<file path="config.mk">
export PLATFORM = sky130hd
export DESIGN_NAME = fetch_queue
export DESIGN_NICKNAME = d
export VERILOG_FILES = /design/src/rtl/fetch_queue.sv
export SDC_FILE = /design/constraint.sdc
export NUM_CORES = 1
export LEC_CHECK = 0
export ABC_AREA = 1
export BUFFER_PORTS_ARGS = -buffer_cell sky130_fd_sc_hd__buf_2
export CORE_MARGIN = 2
export CORE_UTILIZATION = 35
export DETAILED_ROUTE_END_ITERATION = 6
export PLACE_DENSITY = 0.56
export SLEW_MARGIN = 15
export SYNTH_ARGS = -nofsm -noshare
export SYNTH_HDL_FRONTEND = slang
export SYNTH_SLANG_ARGS = --single-unit
export TNS_END_PERCENT = 5
</file>
<file path="constraint.sdc">
create_clock -name clk -period 14.23 [get_ports clk]
set_clock_uncertainty 0.15 [all_clocks]
set_input_delay 4.269 -clock clk [delete_from_list [all_inputs] [get_ports clk]]
set_output_delay 4.269 -clock clk [all_outputs]
set_load 0.005 [all_outputs]
</file>
<file path="src/rtl/fetch_queue.sv">
// Instruction fetch queue: a single-outstanding-request fetch engine feeding a
// DEPTH-entry circular FIFO of {pc, instr} pairs toward decode.
module fetch_queue #(
    parameter int          DEPTH    = 4,
    parameter logic [31:0] RESET_PC = 32'h0
) (
    input  logic                       clk,
    input  logic                       reset,
    output logic                       imem_req,
    output logic [31:0]                imem_addr,
    input  logic [31:0]                imem_rdata,
    input  logic                       redirect_valid,
    input  logic [31:0]                redirect_pc,
    output logic                       valid_out,
    output logic [31:0]                pc_out,
    output logic [31:0]                instr_out,
    input  logic                       ready_in,
    output logic [$clog2(DEPTH):0]     count_out
);

    localparam int PW = $clog2(DEPTH);
    localparam int CW = PW + 1;
    localparam logic [CW:0] DEPTH_C = (CW+1)'(DEPTH);

    logic [31:0]   fetch_pc_r;
    logic [31:0]   req_pc_r;
    logic          inflight_r;
    logic [PW-1:0] head_r;
    logic [PW-1:0] tail_r;
    logic [CW-1:0] count_r;
    logic [31:0]   pc_mem_r    [DEPTH];
    logic [31:0]   instr_mem_r [DEPTH];

    logic [CW:0]   occupancy_s;
    logic          req_s;
    logic          push_s;
    logic          pop_s;
    logic          valid_s;
    logic [31:0]   redirect_aligned_s;

    // Credit check counts the in-flight word so a returning response always has a slot.
    always_comb begin
        occupancy_s        = {1'b0, count_r} + {{CW{1'b0}}, inflight_r};
        valid_s            = (count_r != {CW{1'b0}});
        push_s             = 1'b0;
        pop_s              = 1'b0;
        req_s              = 1'b0;
        redirect_aligned_s = redirect_pc & 32'hFFFF_FFFC;
        if (!reset && !redirect_valid && (occupancy_s < DEPTH_C)) begin
            req_s = 1'b1;
        end else begin
            req_s = 1'b0;
        end
        if (!redirect_valid) begin
            push_s = inflight_r;
            pop_s  = valid_s && ready_in;
        end else begin
            push_s = 1'b0;
            pop_s  = 1'b0;
        end
    end

    // Control state: fetch PC, in-flight tracking, FIFO pointers and occupancy.
    always_ff @(posedge clk or posedge reset) begin
        if (reset) begin
            fetch_pc_r <= RESET_PC;
            req_pc_r   <= 32'h0;
            inflight_r <= 1'b0;
            head_r     <= {PW{1'b0}};
            tail_r     <= {PW{1'b0}};
            count_r    <= {CW{1'b0}};
        end else if (redirect_valid) begin
            fetch_pc_r <= redirect_aligned_s;
            inflight_r <= 1'b0;
            head_r     <= {PW{1'b0}};
            tail_r     <= {PW{1'b0}};
            count_r    <= {CW{1'b0}};
        end else begin
            if (req_s) begin
                fetch_pc_r <= fetch_pc_r + 32'd4;
                req_pc_r   <= fetch_pc_r;
                inflight_r <= 1'b1;
            end else begin
                inflight_r <= 1'b0;
            end
            if (push_s) begin
                tail_r <= tail_r + PW'(1);
            end
            if (pop_s) begin
                head_r <= head_r + PW'(1);
            end
            case ({push_s, pop_s})
                2'b10:   count_r <= count_r + CW'(1);
                2'b01:   count_r <= count_r - CW'(1);
                default: count_r <= count_r;
            endcase
        end
    end

    // Entry storage carries data only, so it is left out of reset.
    always_ff @(posedge clk) begin
        if (push_s) begin
            pc_mem_r[tail_r]    <= req_pc_r;
            instr_mem_r[tail_r] <= imem_rdata;
        end
    end

    assign imem_req  = req_s;
    assign imem_addr = fetch_pc_r;
    assign valid_out = valid_s;
    assign pc_out    = pc_mem_r[head_r];
    assign instr_out = instr_mem_r[head_r];
    assign count_out = count_r;

endmodule

</file>
* Yosys cells after proc, flatten, opt, wreduce, memory -nomap -nowiden *
Memory sizes are Yosys's and may differ from the RTL's.
Index checks and enable logic that the tools add are counted.
W data, S select, Z words.

storage, ports and cells
  register bits = 72
  memory bits (writable) = 256
  input bits = 68
  memories kept = 2

memories
  name         depth  bits a word  rd ports  clocked after Yosys merged registers in  wr ports  RTL line  source
  instr_mem_r  4      32           1         0                                        1         32        logic [31:0] instr_mem_r [DEPTH];
  pc_mem_r     4      32           1         0                                        1         31        logic [31:0] pc_mem_r [DEPTH];

cells by class
  $add $sub $neg = 6
  order comparisons = 1
  equality and inequality tests = 2
  mux-type cells = 15
  bitwise logic cells = 1
  reduce and logical (&&, ||, !) cells = 11

operators by type and width
  kind                     number
  $mux W32                 2
  $add A32 B3 Y32 const B  1
  $mux W2                  4
  $mux W1                  7
  $pmux W3 S2              1
  $reduce_bool A2 Y1       3
  $reduce_bool A3 Y1       2
  $add A2 B1 Y2 const B    2
  $add A3 B1 Y4            1
  $lt A4 B3 Y1 const B     1
  $add A3 B1 Y3 const B    1
  $logic_and A1 B1 Y1      3
  $mux W3                  1
  $sub A3 B1 Y3 const B    1
  $eq A2 B1 Y1 const B     1
  $eq A2 B2 Y1 const B     1
  $logic_not A1 Y1         2
  $reduce_and A2 Y1        1
  $not A1 Y1               1

* Logic depth before layout (Yosys ltp) *
  word-level depth = 6
  mapped depth = 12

* Worst setup path after synthesis *
OpenSTA, ideal clock, no wires.

  path type = input -> output
  start = in reset
  end = out imem_req
  arrival time = 6344 ps
  path slack = 3467 ps
  cell stages on the path = 5
  buffers on the path = 2
  path through = inv_1 nand3_2 buf_6 buf_2 inv_1

between the ends
  longest elaborated chain between the ends = 4

RTL lines
  element                            RTL line  source
  from (decl)                        8         input logic reset,
  $logic_not A1 Y1 (no line)         --
  $logic_and A1 B1 Y1 (2 in series)  49        if (!reset && !redirect_valid && (occupancy_s < DEPTH_C)) begin
  $mux W1                            49
  to (decl)                          9         output logic imem_req,

Every way passes these cells.

* Final worst setup path *
  start = in redirect_valid
  end = out imem_req

between the ends
  longest elaborated chain between the ends = 4

RTL lines
  element                            RTL line  source
  from (decl)                        12        input logic redirect_valid,
  $logic_not A1 Y1                   --
  $logic_and A1 B1 Y1 (2 in series)  49
  $mux W1                            49

Every way passes these cells.

==> impl_metrics.yaml <==
timing:
  hold_ws_ns: 0.3606
  slew_viol_final: 0
  finalHoldViolCount: 0
  fin_ws_ns: 4.692
  tightestPinTransition_ns: 1.074
  fmax_mhz: 104.8
  fin_crit_sh: 0.6703
  totalNegativeSetupSlack_ns: 0
  rsz0062_at_grt: "false"
  slew_headroom: 0.2794
  setup_viol: 0
  min_period_ns: 9.538
layout:
  multi_input_area_um2: 3298
  drive_above_1_share: 0.2138
  design_area_um2: 15350
  final_common_cell: "edfxtp_1"
  antenna_cells: 0
  utilization: 0.4213
  nFillCells: 3434
  seq_area_um2: 9154
  fin_cells: 1731
  area_growth_pct: 18.93
  final_cell_mix: "edfxtp_1 (248), nor2_1 (176), buf_2 (162), o21ai_0 (147), nand2_1 (128)"
  nets: 1311
clocking:
  cts_buffers: 35
  clk_pin_slew_worst_paths_ns: 0.05
  cts_max_level: 2
  postCtsSetupBuffers: 0
  clockBufferDepth: 3
  cts_tree: "yes"
  cts.sinks: 316
  cts_resized: 0
  root_buffer: "clkbuf_16"
  cts-hold-fix-buffers: 0
  worstSkewPairLatency_ns: 0.50
detailed_routing:
  wl_per_cell_um: 17.66
  vias: 8590
  dr.first_iter.drc_count: 488
  drtPass1Iterations: 4
  postRouteAntennaNets: 0
  drc_errors: 0
  finalWirelength_mm: 30.57
  vias_per_cell: 4.962
critical_path:
  regToRegSetupSlack_ns: 10.96
  rr_endpoint: "imem_addr[11]"
  r2r-start: "count_out[0]"
  cp.required_ns: 9.81
  critical_path_arrival_ns: 5.12
  path_class: "in2out"
  critPathCaptureType: "output port"
  worstPathMaxFanout: 36
  reg2regPathDepth: 6
  crit_path_start_kind: "input port"
place:
  io_buffers: 162
  dp_cells: 1668
  dp_hpwl_mm: 17.39
  place.gp.congestion: 0.7990
  pre_cts_ws_ns: 4.637
  placed_cell_area_um2: 14130
synth:
  yosysTopAreaCell: "edfxtp_1"
  yosysTopAreaCellShare: 0.5770
  synthCells: 1085
  synth.avg_cell_area_um2: 11.90
  synth_cell_types: 33
  syn_area_um2: 12910
  synthTopCellsByArea: "edfxtp_1 (58%), dfrtp_1 (13%), o21ai_0 (5.7%)"
  synth-seq-area-share: 0.7089
  ys_warn_count: 0
  ys_ff_latch: 316
power:
  peakVddDrop_mv: 0.07465
  power.total_mw: 2.160
  p_per_area_nw_per_um2: 140.7
  leakagePower_nw: 5.799
worst_hold_path:
  min_to: "pc_mem_r[2][27]"
  hold_class: "reg2reg"
  worstHoldStart: "req_pc_r[27]"
  hold_depth: 0
die:
  pin_count: 169
  die_x_um: 196.0
  dieHeight_um: 196.0
  core-area_um2: 36430
  start_util: 0.3542
  die_area_um2: 38430
  rows: 70
job:
  maxCapViolations: 0
global_routing:
  grt_pass1_wl_mm: 47.55
  antenna_found_initial: 0
  grt_pass1_vias: 8293
  grt_max_degree: 91
  gr-total-overflow: 0
  track_usage: 0.1587
run_status:
  outcome: "complete, no violations"
==> sequential cells by signal, indices dropped and copies added (netlist names) <==
register	flops
instr_mem_r	128
imem_addr	30
count_out	3
tail_r	2
inflight_r	1
pc_mem_r	120
req_pc_r	30
head_r	2
==> layout make-up <==
type                    instances  area share
well taps                     468     0.03815
repair buffers                174     0.05869
clock inverters                14     0.01100
clock buffers                  49     0.06855
inverters                      50     0.01239
multi-input cells             660      0.2149
flip-flops and latches        316      0.5963
==> kinds of logic after synthesis <==
group / count (synthesis) / synth area share
simple gates: 400 / 0.1364
flops: 316 / 0.7089
compound gates: 246 / 0.1065
buf+inv: 112 / 0.03878
fa+ha+maj: 6 / 0.006399
xor+xnor: 4 / 0.002714
other cells: 1 / 0.0002906
==> critical path, cell delays in order <==
cell	delay (ns)
buf_2	0.10
buf_4	0.24
nor2_4	0.15
nand3_2	0.15
inv_1	0.08
buf_2	0.11
==> where the power goes <==
group	internal (mW)	switching, mW	leakage, nW
Clock	0.588	0.348	0.595
Combinational	0.0518	0.0877	2.12
Sequential	1.04	0.0421	3.09
Total	1.68	0.478	5.80
==> synth_stat cells <==
library cell  number
edfxtp_1         248
nor2_1           180
o21ai_0          147
nand2_1          128
dfrtp_1           68
o22ai_1           62
nand3_1           51
inv_1             46
clkbuf_1          34
a22oi_1           22
buf_2             16
nor2_4            12
nor2_2             8
o21ai_1            8
buf_4              6
nand4_1            6
buf_6              5
ha_1               5
a21oi_1            4
nand2_2            4
xor2_1             4
a21oi_2            3
inv_2              3
nand3_2            3
nor3_1             3
nand3_4            2
buf_1              1
clkinv_1           1
conb_1             1
fa_1               1
nand3b_1           1
nor3b_1            1
or2_2              1
==> layer usage <==
metal | vias to the layer above | track usage | routed length (µm)
li1 | 4163 | - | -
met1 | 4162 | 0.2232 | 14330
met2 | 226 | 0.2552 | 13990
met3 | 39 | 0.02940 | 1700
met4 | 0 | 0.03956 | 553
met5 | - | 0 | 0
==> how the worst max path moves through the flow <==
stage                              start  cells past startpoint       end
after floorplan                    reset                      5  imem_req
after global placement    redirect_valid                      6  imem_req
after detailed placement  redirect_valid                      6  imem_req
after CTS                 redirect_valid                      6  imem_req
after global routing      redirect_valid                      6  imem_req
final                     redirect_valid                      6  imem_req
Power figures use the tool's default switching activity.
